**src/rtl/matrix_op_defs_pkg.sv**
```systemverilog
// Shared definitions for the matrix storage manager: slot geometry, header encoding and the
// writer FSM state type.
package matrix_op_defs_pkg;

  localparam int unsigned MATRIX_BLOCK_SIZE     = 256;
  localparam int unsigned MATRIX_ADDR_WIDTH     = 11;
  localparam int unsigned MATRIX_DATA_WIDTH     = 32;
  localparam int unsigned MATRIX_METADATA_WORDS = 3;

  typedef enum logic [2:0] {
    StIdle,
    StCheck,
    StWriteMeta,
    StWriteData,
    StDone
  } writer_state_e;

  // Header word 0; decode_shape_word on the read side takes rows from [15:8], cols from [7:0].
  function automatic logic [31:0] encode_shape_word(input logic [7:0] rows,
                                                    input logic [7:0] cols);
    return {16'd0, rows, cols};
  endfunction

endpackage

```
**src/rtl/matrix_store_writer.sv**
```systemverilog
// Matrix BRAM write port: accepts one matrix from a producer, writes its header and payload
// into slot matrix_id and maintains the per-slot valid bitmap.
module matrix_store_writer
  import matrix_op_defs_pkg::*;
#(
  parameter int unsigned BLOCK_SIZE = MATRIX_BLOCK_SIZE,
  parameter int unsigned ADDR_WIDTH = MATRIX_ADDR_WIDTH,
  parameter int unsigned DATA_WIDTH = MATRIX_DATA_WIDTH,
  parameter int unsigned META_WORDS = MATRIX_METADATA_WORDS,
  parameter int unsigned NUM_SLOTS  = 8
) (
  input  logic                  clk,
  input  logic                  rst_n,
  input  logic                  write_request,
  output logic                  write_ready,
  input  logic [2:0]            matrix_id,
  input  logic [7:0]            actual_rows,
  input  logic [7:0]            actual_cols,
  input  logic [0:7][7:0]       matrix_name,
  input  logic [DATA_WIDTH-1:0] data_in,
  input  logic                  data_valid,
  output logic                  writer_ready,
  output logic                  write_done,
  output logic                  write_error,
  output logic                  bram_we,
  output logic [ADDR_WIDTH-1:0] bram_addr,
  output logic [DATA_WIDTH-1:0] bram_din,
  output logic [NUM_SLOTS-1:0]  slot_valid
);

  localparam int unsigned MetaW      = (META_WORDS > 1) ? $clog2(META_WORDS) : 1;
  localparam int unsigned PayloadMax = BLOCK_SIZE - META_WORDS;

  writer_state_e state_q, state_d;

  logic [2:0]            id_q, id_d;
  logic [7:0]            rows_q, rows_d, cols_q, cols_d;
  logic [0:7][7:0]       name_q, name_d;
  logic [15:0]           total_q, total_d;
  logic [MetaW-1:0]      meta_idx_q, meta_idx_d;
  logic [15:0]           data_idx_q, data_idx_d;
  logic                  error_q, error_d;
  logic                  write_ready_q, write_ready_d;
  logic                  writer_ready_q, writer_ready_d;
  logic                  write_done_q, write_done_d;
  logic                  write_error_q, write_error_d;
  logic                  bram_we_q, bram_we_d;
  logic [ADDR_WIDTH-1:0] bram_addr_q, bram_addr_d;
  logic [DATA_WIDTH-1:0] bram_din_q, bram_din_d;
  logic [NUM_SLOTS-1:0]  slot_valid_q, slot_valid_d;

  logic [ADDR_WIDTH-1:0] base;
  logic [DATA_WIDTH-1:0] meta_word;
  logic                  check_err;
  logic                  meta_last;
  logic                  data_last;

  assign base      = ADDR_WIDTH'(id_q) * ADDR_WIDTH'(BLOCK_SIZE);
  assign check_err = (rows_q == 8'd0) || (cols_q == 8'd0) || (32'(total_q) > PayloadMax);
  assign meta_last = (meta_idx_q == MetaW'(META_WORDS - 1));
  assign data_last = (data_idx_q == total_q - 16'd1);

  always_comb begin
    meta_word = '0;
    if (meta_idx_q == MetaW'(0)) begin
      meta_word = DATA_WIDTH'(encode_shape_word(rows_q, cols_q));
    end else if (meta_idx_q == MetaW'(1)) begin
      meta_word = DATA_WIDTH'({name_q[0], name_q[1], name_q[2], name_q[3]});
    end else begin
      meta_word = DATA_WIDTH'({name_q[4], name_q[5], name_q[6], name_q[7]});
    end
  end

  always_ff @(posedge clk or negedge rst_n) begin
    if (!rst_n) begin
      state_q <= StIdle;
    end else begin
      state_q <= state_d;
    end
  end

  always_comb begin
    state_d = state_q;
    unique case (state_q)
      StIdle:      if (write_request) state_d = StCheck;
      StCheck:     state_d = check_err ? StDone : StWriteMeta;
      StWriteMeta: if (meta_last) state_d = StWriteData;
      StWriteData: if (data_valid && data_last) state_d = StDone;
      StDone:      state_d = StIdle;
      default:     state_d = StIdle;
    endcase
  end

  always_comb begin
    id_d           = id_q;
    rows_d         = rows_q;
    cols_d         = cols_q;
    name_d         = name_q;
    total_d        = total_q;
    meta_idx_d     = meta_idx_q;
    data_idx_d     = data_idx_q;
    error_d        = error_q;
    write_ready_d  = write_ready_q;
    writer_ready_d = writer_ready_q;
    write_done_d   = 1'b0;
    write_error_d  = 1'b0;
    bram_we_d      = 1'b0;
    bram_addr_d    = bram_addr_q;
    bram_din_d     = bram_din_q;
    slot_valid_d   = slot_valid_q;
    unique case (state_q)
      StIdle: begin
        if (write_request) begin
          id_d          = matrix_id;
          rows_d        = actual_rows;
          cols_d        = actual_cols;
          name_d        = matrix_name;
          total_d       = {8'd0, actual_rows} * {8'd0, actual_cols};
          write_ready_d = 1'b0;
        end
      end
      StCheck: begin
        error_d = check_err;
        if (!check_err) begin
          // Invalidate first so no reader sees a half-written slot.
          slot_valid_d[id_q] = 1'b0;
          meta_idx_d         = '0;
        end
      end
      StWriteMeta: begin
        bram_we_d   = 1'b1;
        bram_addr_d = base + ADDR_WIDTH'(meta_idx_q);
        bram_din_d  = meta_word;
        meta_idx_d  = meta_idx_q + MetaW'(1);
        if (meta_last) begin
          data_idx_d     = '0;
          writer_ready_d = 1'b1;
        end
      end
      StWriteData: begin
        if (data_valid) begin
          bram_we_d   = 1'b1;
          bram_addr_d = base + ADDR_WIDTH'(META_WORDS) + ADDR_WIDTH'(data_idx_q);
          bram_din_d  = data_in;
          data_idx_d  = data_idx_q + 16'd1;
          if (data_last) writer_ready_d = 1'b0;
        end
      end
      StDone: begin
        write_done_d  = 1'b1;
        write_error_d = error_q;
        write_ready_d = 1'b1;
        if (!error_q) slot_valid_d[id_q] = 1'b1;
      end
      default: ;
    endcase
  end

  always_ff @(posedge clk or negedge rst_n) begin
    if (!rst_n) begin
      id_q           <= '0;
      rows_q         <= '0;
      cols_q         <= '0;
      name_q         <= '0;
      total_q        <= '0;
      meta_idx_q     <= '0;
      data_idx_q     <= '0;
      error_q        <= 1'b0;
      write_ready_q  <= 1'b1;
      writer_ready_q <= 1'b0;
      write_done_q   <= 1'b0;
      write_error_q  <= 1'b0;
      bram_we_q      <= 1'b0;
      bram_addr_q    <= '0;
      bram_din_q     <= '0;
      slot_valid_q   <= '0;
    end else begin
      id_q           <= id_d;
      rows_q         <= rows_d;
      cols_q         <= cols_d;
      name_q         <= name_d;
      total_q        <= total_d;
      meta_idx_q     <= meta_idx_d;
      data_idx_q     <= data_idx_d;
      error_q        <= error_d;
      write_ready_q  <= write_ready_d;
      writer_ready_q <= writer_ready_d;
      write_done_q   <= write_done_d;
      write_error_q  <= write_error_d;
      bram_we_q      <= bram_we_d;
      bram_addr_q    <= bram_addr_d;
      bram_din_q     <= bram_din_d;
      slot_valid_q   <= slot_valid_d;
    end
  end

  assign write_ready  = write_ready_q;
  assign writer_ready = writer_ready_q;
  assign write_done   = write_done_q;
  assign write_error  = write_error_q;
  assign bram_we      = bram_we_q;
  assign bram_addr    = bram_addr_q;
  assign bram_din     = bram_din_q;
  assign slot_valid   = slot_valid_q;

endmodule

```
**config.mk**
```make
export PLATFORM = sky130hd
export DESIGN_NAME = matrix_store_writer
export DESIGN_NICKNAME = d
export VERILOG_FILES = /design/src/rtl/matrix_op_defs_pkg.sv /design/src/rtl/matrix_store_writer.sv
export SDC_FILE = /design/constraint.sdc
export NUM_CORES = 1
export LEC_CHECK = 0
export CAP_MARGIN = 10
export CORE_ASPECT_RATIO = 0.7
export CORE_UTILIZATION = 35
export CTS_CLUSTER_SIZE = 16
export DETAILED_ROUTE_END_ITERATION = 12
export PLACE_DENSITY = 0.66
export SLEW_MARGIN = 10
export SYNTH_ARGS = -nofsm -noshare
export SYNTH_HDL_FRONTEND = slang
export SYNTH_SLANG_ARGS = --single-unit
```
**constraint.sdc**
```tcl
create_clock -name clk -period 2.88 [get_ports clk]
set_input_delay 0.432 -clock clk [delete_from_list [all_inputs] [get_ports clk]]
set_output_delay 0.432 -clock clk [all_outputs]
set_load 0.02 [all_outputs]
```
* Word level (Yosys, flattened, before mapping)
Index checks and enable logic that the tools add are counted.
** Cells by class
- $add $sub $neg :: 6
- $mul :: 1
- Order comparisons :: 3
- Equality and inequality tests :: 14
- Muxes and demuxes :: 31
- Bitwise operators :: 3
- Reduce and logical (&&, ||, !) cells :: 20
** Operators with widths (number)
- two-way mux 32 bit :: 3
- case mux 32 bit (2 select lines) :: 1
- two-way mux 16 bit :: 2
- case mux 16 bit (2 select lines) :: 1
- case mux 11 bit (2 select lines) :: 1
- adder 16 x 1 -> 16 bit, second input constant :: 1
- equality test 16 bit :: 1
- greater-than comparator 16 x 8 -> 1 bit, second input constant :: 1
- zero test 8 bit :: 2
- multiplier 8 x 8 -> 16 bit :: 1
- two-way mux 8 bit :: 2
- case mux 8 bit (2 select lines) :: 1
- subtractor 16 x 1 -> 16 bit, second input constant :: 1
- inequality test 2 bit, second input constant :: 7
- two-way mux 3 bit :: 4
- case mux 3 bit (4 select lines) :: 1
- adder 11 bit :: 1
- adder 11 x 2 -> 11 bit :: 1
- adder 11 x 2 -> 11 bit, second input constant :: 1
- two-way mux 11 bit :: 1
- AND reduction 3 bit :: 3
- AND 8 bit :: 1
- two-way mux 1 bit :: 8
- NOT 8 bit :: 1
- other kinds (20) :: 31
** Word-level totals
- Register bits after elaboration :: 177
- Output and inout port bits :: 56

* Depth between registers and ports, before layout
Gate-level depths: netlist (run 1).
- Word-level depth :: 8
- Mapped depth :: 17

* Worst setup path before layout (run 1)
Ideal clock, no wire load.
- Kind :: input-to-reg
- Start :: input actual_cols[4]
- End :: register total_q[14]
- Setup time :: 0.136 ns
- Arrival time :: 4.258 ns
- Slack :: -1.514 ns
- Cell stages on the path :: 15
- Path buffers :: 0
- Cells stage by stage :: and2_1 -> fa_1 -> inv_1 -> fa_1 -> fa_1 -> fa_1 -> inv_1 -> ha_1 -> o21ai_0 -> inv_1 -> a2111oi_0 -> o21ai_0 -> a21oi_1 -> xor2_1 -> o21ai_0
** Between the ends
- Cells in the longest elaborated chain, start to end :: 1
** Ends and longest elaborated chain
- start: declaration :: RTL line matrix_store_writer.sv:18 : input logic [7:0] actual_cols,
- multiplier 8 x 8 -> 16 bit :: RTL line matrix_store_writer.sv:118 : total_d = {8'd0, actual_rows} * {8'd0, actual_cols};
- end signal: assignment :: RTL line matrix_store_writer.sv:182 : total_q <= total_d;
- end: declaration :: RTL line matrix_store_writer.sv:39 : logic [15:0] total_q, total_d;
Every way passes these cells.
A chain may end at the register's enable or synchronous reset.

* Worst setup path after layout (run 1)
- Start :: input actual_rows[3]
- End :: register total_q[14]
** Between the ends
- Cells in the longest elaborated chain, start to end :: 1
** Ends and longest elaborated chain
- start: declaration :: RTL line matrix_store_writer.sv:17 : input logic [7:0] actual_rows,
- multiplier 8 x 8 -> 16 bit :: RTL line matrix_store_writer.sv:118
Every way passes these cells.

==> flow_metrics.env, run 1 <==
export IMPL_outcome="finished, violations left"
export IMPL_violations="negative setup slack"
export IMPL_fmax_ghz=0.266
export IMPL_wl_met3_um=1600
export IMPL_irDropWorstVdd_mv=0.427
export IMPL_final_setup_skew_ns=0.00969
export IMPL_path_max_fanout=5
export IMPL_rsz0062_at_grt="true"
export IMPL_clk_pin_slew_worst_paths_ns=0.07
export IMPL_cts_tree="built"
export IMPL_endpoint_kind="flop"
export IMPL_cap_violations=0
export IMPL_worstReg2RegEnd="state_q[2]"
export IMPL_preCtsSetupSlack_ns=-1.80
export IMPL_power_total_w=0.0135
export IMPL_critPathMaxStageDelay_ns=0.55
export IMPL_post_route_period_util_pct=131
export IMPL_n_antenna_cell=0
export IMPL_p_leak_nw=6.65
export IMPL_instances_no_fill=1812
export IMPL_hold_path_class="input port to async pin"
export IMPL_drc=0
export IMPL_finalInstanceArea_um2=14100
export IMPL_fin_ws_ns=-0.882
export IMPL_yosys_cell_types_count=64
export IMPL_ant_nets=0
export IMPL_p_per_area_nw_per_um2=954
export IMPL_worst_path_buf_inv=4
export IMPL_totalWireLength_um=29000
export IMPL_synth_top_area_share_pct=42.0
export IMPL_gr_total_overflow=0
export IMPL_die_w_um=209
export IMPL_ys_seq_area_share_pct=42.3
export IMPL_synth_async_sr_flop_share_pct=100
export IMPL_rrSetupSlack_ns=0.19
export IMPL_required_ns=3.18
export IMPL_area_growth_pct=34.7
export IMPL_rr_startpoint="total_q[1]"
export IMPL_start_util_pct=36.0
export IMPL_path_cells="buf_8 > and2_4 > fa_1 > inv_2 > fa_1 > fa_1 > fa_1 > inv_2 > ha_4 > o21ai_4 > inv_2 > a2111oi_4 > o21ai_1 > a21oi_1 > xor2_1 > o21ai_1"
export IMPL_die_area_um2=30600
export IMPL_path_delay_family="adder cells"
export IMPL_gp_congestion=0.854
export IMPL_yosysMostFrequentCell="nand2_1"
export IMPL_coreArea_um2=29100
export IMPL_crit_slowest_cell="fa_1"
export IMPL_grt_pass1_wl_um=47300
export IMPL_drtPass1Iterations=5
export IMPL_core_rowCount=52
export IMPL_hold_viol=0
export IMPL_io_buffers=174
export IMPL_syn_nets=1394
export IMPL_numCtsBuffers=17
export IMPL_top_layer_used="met5"
export IMPL_synth_cells=1194
export IMPL_htreeDepth=4
export IMPL_period_needed_ns=3.76
export IMPL_ys_seq_elements=177
export IMPL_wl_met1_um=14400
export IMPL_netlist_area_um2=10500
export IMPL_avgSynthCellArea_um2=8.78
export IMPL_vias=8826
export IMPL_worst_pin_slew_ns=0.822
export IMPL_cp_common_cell="fa_1"
export IMPL_root_buffer="clkbuf_16"
export IMPL_grt_max_degree=70
export IMPL_io_pins=175
export IMPL_final_nets=1622
export IMPL_chipHeight_um=147
export IMPL_drtIter0Drc=467
export IMPL_holdBufCountCts=0
export IMPL_maxSlewViolCount=0
export IMPL_synth_edff_count=0
export IMPL_arrival_ns=4.06
export IMPL_drive_above_1_share_pct=15.1
export IMPL_cts_sinks=177
export IMPL_synth_warnings=0
export IMPL_path_class="input port to flop"
export IMPL_clock_path_buffers=2
export IMPL_antenna_found_initial=2
export IMPL_rr_worst_depth=9
export IMPL_synth_ff_type="dfrtp_1"
export IMPL_synth_area_leader_cell="dfrtp_1"
export IMPL_synthTopCellsByArea="dfrtp_1, nand2_1, fa_1"
export IMPL_grt_pass1_vias=8672
export IMPL_wl_met2_um=12700
export IMPL_fillers=2796
export IMPL_hpwl_um=21800
export IMPL_viasPerCell=4.87
export IMPL_setup_violations=11
export IMPL_placed_area_um2=13300
export IMPL_clk_insertion_delay_late_ns=0.44
export IMPL_track_usage_pct=19.7
export IMPL_post_place_cells=1770
export IMPL_relSlewSlack_pct=44.7
export IMPL_synth_commonest_cells="nand2_1, dfrtp_1, o21ai_0"
export IMPL_start_kind="input port"
export IMPL_wire_per_inst_um=16.0
[state kept, by name (all words and copies together), names as in the netlist, 2 cells and up, named ones only]
| name | cells |
|---|---|
| meta_idx_q | 2 |
| rows_q | 8 |
| bram_addr | 11 |
| name_q | 64 |
| data_idx_q | 16 |
| total_q | 16 |
| bram_din | 32 |
| id_q | 3 |
| cols_q | 8 |
| state_q | 3 |
[how the worst max path moves through the flow]
| stage | startpoint | end | slack, ns | cells after the start |
|---|---|---|---|---|
| floorplan | actual_cols[2] | total_q[15] | -1.02 | 15 |
| finish | actual_rows[3] | total_q[14] | -0.88 | 16 |
| global placement | actual_rows[1] | total_q[14] | -1.71 | 17 |
| CTS | actual_cols[3] | total_q[14] | -0.93 | 16 |
| detailed placement | actual_rows[2] | total_q[14] | -1.80 | 17 |
| global route | actual_rows[3] | total_q[14] | -0.98 | 16 |
[cell usage in the layout, fill, tap and decap left out, types with 5 or more instances in the layout]
cell               n
clkinv_2           5
or3_1              8
buf_4             88
o21ai_0           68
mux2i_1           33
a21oi_1           53
a22oi_1            9
xor2_1            20
buf_12             5
ha_1              38
and2_1            42
dfrtp_1          176
nand3_1           12
nand4_1            8
and2_4             9
fa_1              33
clkbuf_16         17
nor2_1            65
o21ai_1            8
xnor2_1           27
inv_2             10
nand2_1          338
mux2_2             7
buf_2              7
inv_1             54
nor4_1             7
ha_4               5
buf_6              9
clkdlybuf4s50_1  157
nor3_1            14
[where the power goes]
part / internal (W) / switching (W) / leakage [nW] / total (W)
logic: 0.00309 / 0.00371 / 4.08 / 0.00679
clock network: 0.00149 / 0.000996 / 0.305 / 0.00248
registers: 0.00347 / 0.000720 / 2.26 / 0.00419
total: 0.00804 / 0.00542 / 6.65 / 0.0135
[cell type report]
type | instances | area, um^2 | share of cell area [%]
Inverter | 64 | 240 | 1.70
Multi-Input combinational cell | 890 | 5830 | 41.3
Clock inverter | 11 | 161 | 1.14
Sequential cell | 177 | 4430 | 31.4
Timing Repair Buffer | 272 | 2530 | 17.9
Clock buffer | 20 | 457 | 3.23
Tap cell | 378 | 473 | 3.35
[through the flow]
| step | hold slack [ns] | utilization (%) | TNS, ns |
|---|---|---|---|
| after floorplan | 0.136 | - | -7.42 |
| after global placement | 0.457 | 45.7 | -16.98 |
| after detailed placement | 0.462 | 45.7 | -17.67 |
| after CTS | 0.0329 | 48.1 | -7.18 |
| after global routing | 0.0551 | 48.4 | -8.53 |
| final | 0.00566 | 48.4 | -7.23 |
[layer usage]
layer  vias to the layer above  global-route usage [%]
li1                       4375                       -
met5                         -                       0
met2                       192                    28.9
met3                        21                    4.81
met1                      4234                    29.0
met4                         4                    4.45
[worst reg2reg max path: cells and delay by family, from the launching register on]
family / cells / cell delay, ns
simple gates: 4 / 1.40
flops: 1 / 0.40
buf+inv: 1 / 0.10
xor+xnor: 1 / 0.16
fa+ha+maj: 1 / 0.17
compound gates: 2 / 0.40
[kinds of logic (layout without fill, tap and decap cells)]
kind of cell	count (synthesis)	after routing	synth area share, %
buffers and inverters	127	367	4.64
AND/OR/NAND/NOR	540	540	22.9
flip-flops	177	177	42.3
XOR/XNOR	51	51	4.26
adder cells (fa/ha/maj)	81	81	12.3
multiplexers	40	40	3.90
AO/OA/AOI/OAI	178	178	9.72
[repair_timing]
item	4_1_cts	5_1_grt
pin swaps	30	28
gates resized for setup	78	24
setup endpoints to repair	12	16
setup buffers	6	5
(Power assumes the default switching activity.)
==> run 2: changes to the inputs <==
Settings changed: PLACE_DENSITY 0.66 to 0.59.
==> flow_metrics.env, run 2 (synthesized netlist as in run 1, its figures left out) <==
export IMPL_outcome="finished, violations left"
export IMPL_violations="negative setup slack"
export IMPL_n_antenna_cell=0
export IMPL_top_layer_used="met5"
export IMPL_drtPass1Iterations=5
export IMPL_clk_insertion_delay_late_ns=0.44
export IMPL_path_max_fanout=5
export IMPL_fmax_ghz=0.267
export IMPL_wl_met3_um=1560
export IMPL_layout_common_cells="nand2_1, dfrtp_1, clkdlybuf4s50_1"
export IMPL_final_setup_skew_ns=0.00497
export IMPL_post_route_period_util_pct=130
export IMPL_wire_per_inst_um=16.3
export IMPL_antenna_found_initial=2
export IMPL_maxSlewViolCount=0
export IMPL_totalWireLength_um=29500
export IMPL_required_ns=3.19
export IMPL_htreeDepth=4
export IMPL_final_nets=1626
export IMPL_area_growth_pct=34.7
export IMPL_io_buffers=174
export IMPL_hold_viol=0
export IMPL_p_clk_share_pct=18.6
export IMPL_power_total_w=0.0134
export IMPL_p_leak_nw=6.67
export IMPL_core_rowCount=52
export IMPL_grt_pass1_wl_um=48500
export IMPL_fin_util_pct=48.4
export IMPL_worst_pin_slew_ns=0.738
export IMPL_largest_reg_flops=64
export IMPL_die_w_um=209
export IMPL_fillers=2833
export IMPL_wl_met1_um=14800
export IMPL_coreArea_um2=29100
export IMPL_clock_path_buffers=2
export IMPL_netSwitchingFraction_pct=40.3
export IMPL_period_needed_ns=3.74
export IMPL_largest_register="name_q"
export IMPL_hold_slack_ns=0.337
export IMPL_track_usage_pct=20.0
export IMPL_preCtsSetupSlack_ns=-1.78
export IMPL_viasPerCell=4.90
export IMPL_io_pins=175
export IMPL_chipHeight_um=147
export IMPL_hold_path_class="input port to flop"
export IMPL_start_kind="input port"
export IMPL_rsz0062_at_grt="true"
export IMPL_drtIter0Drc=381
export IMPL_cap_violations=0
export IMPL_cts_tree="built"
export IMPL_gp_congestion=0.814
export IMPL_path_class="input port to flop"
export IMPL_p_comb_share_pct=50.3
export IMPL_arrival_ns=4.06
export IMPL_p_int_w=0.00800
export IMPL_grt_max_degree=85
export IMPL_die_area_um2=30600
export IMPL_start_util_pct=36.0
export IMPL_p_sw_w=0.00541
export IMPL_endpoint_kind="flop"
export IMPL_relSlewSlack_pct=50.8
export IMPL_grt_pass1_vias=8927
export IMPL_root_buffer="clkbuf_16"
export IMPL_clk_pin_slew_worst_paths_ns=0.07
export IMPL_setup_violations=12
export IMPL_wl_met2_um=12900
export IMPL_placed_area_um2=13300
export IMPL_rrSetupSlack_ns=0.16
export IMPL_p_per_area_nw_per_um2=950
export IMPL_numCtsBuffers=17
export IMPL_gr_total_overflow=0
export IMPL_drive_above_1_share_pct=15.0
export IMPL_hpwl_um=21700
export IMPL_irDropWorstVdd_mv=0.483
export IMPL_vias=8903
export IMPL_ant_nets=0
export IMPL_p_seq_share_pct=31.1
export IMPL_fin_ws_ns=-0.865
export IMPL_drc=0
export IMPL_cts_sinks=177
export IMPL_finalInstanceArea_um2=14100
export IMPL_mostFrequentLayoutCell="nand2_1"
run 2: changes by cell type in the layout (fill, tap and decap cells not counted), sizes merged:
cell,delta
buf,+2
dlygate4sd2,+2
clkdlybuf4s15,-1
dlygate4sd3,+1
run 2: timing repair:
action                                 CTS  global route
setup endpoints to repair               12            17
setup buffers                           10             3
gates resized for setup                 81            14
pin swaps                               30            14
hold buffers                             1             0
endpoints found under the hold margin   49             0
run 2: power groups by stage:
| stage | clock [W] | combinational (W) | sequential [W] |
|---|---|---|---|
| 2_1_floorplan | 0 | 0.00396 | 0.00428 |
| 3_3_place_gp | 0 | 0.00641 | 0.00419 |
| 3_5_place_dp | 0 | 0.00651 | 0.00422 |
| 4_1_cts | 0.00254 | 0.00670 | 0.00418 |
| 5_1_grt | 0.00263 | 0.00754 | 0.00431 |
| 6_report | 0.00249 | 0.00675 | 0.00417 |
run 2: per-layer routing:
layer / global-route usage [%] / vias up
met5: 0 / -
met4: 4.45 / 4
met3: 4.49 / 27
met2: 30.0 / 178
met1: 29.4 / 4319
li1: - / 4375
run 2: final cells by class:
class | count | area (um^2) | area share, %
clock buffers | 20 | 457 | 3.23
clock inverters | 11 | 161 | 1.14
inverters | 64 | 240 | 1.70
multi-input cells | 890 | 5810 | 41.1
flip-flops and latches | 177 | 4430 | 31.4
well taps | 378 | 473 | 3.35
repair buffers | 276 | 2550 | 18.1
run 2: worst max-delay path: stages:
cell and delay, ns:
dlygate4sd2_1 0.25, buf_6 0.13, and2_1 0.16, ha_2 0.18, fa_1 0.48, ha_1 0.30
inv_2 0.04, fa_1 0.52, inv_1 0.05, ha_1 0.29, a21oi_2 0.18, o21ai_2 0.10
a2111oi_4 0.40, o21ai_1 0.14, a21oi_2 0.16, xor2_1 0.16, o21ai_1 0.07
run 2: per-stage QoR:
stage                     instances  setup TNS, ns
after floorplan                1194          -7.42
after global placement         1771         -16.75
after detailed placement       1771         -17.38
after CTS                      1813          -6.89
after global routing           1816          -8.74
final                          1816          -7.25
run 2: path summary, 6_finish.rpt:
| check | startpoint | endpoint | depth (start not counted) |
|---|---|---|---|
| worst max-delay path | actual_rows[0] | total_q[14] | 17 |
| worst min-delay path | actual_cols[3] | cols_q[3] | 4 |
| worst max register to register | total_q[1] | state_q[2] | 9 |
| worst min register to register | name_q[15] | name_q[15] | 2 |
| max in group asynchronous | rst_n | name_q[38] | 3 |
| min in group asynchronous | rst_n | total_q[6] | 2 |
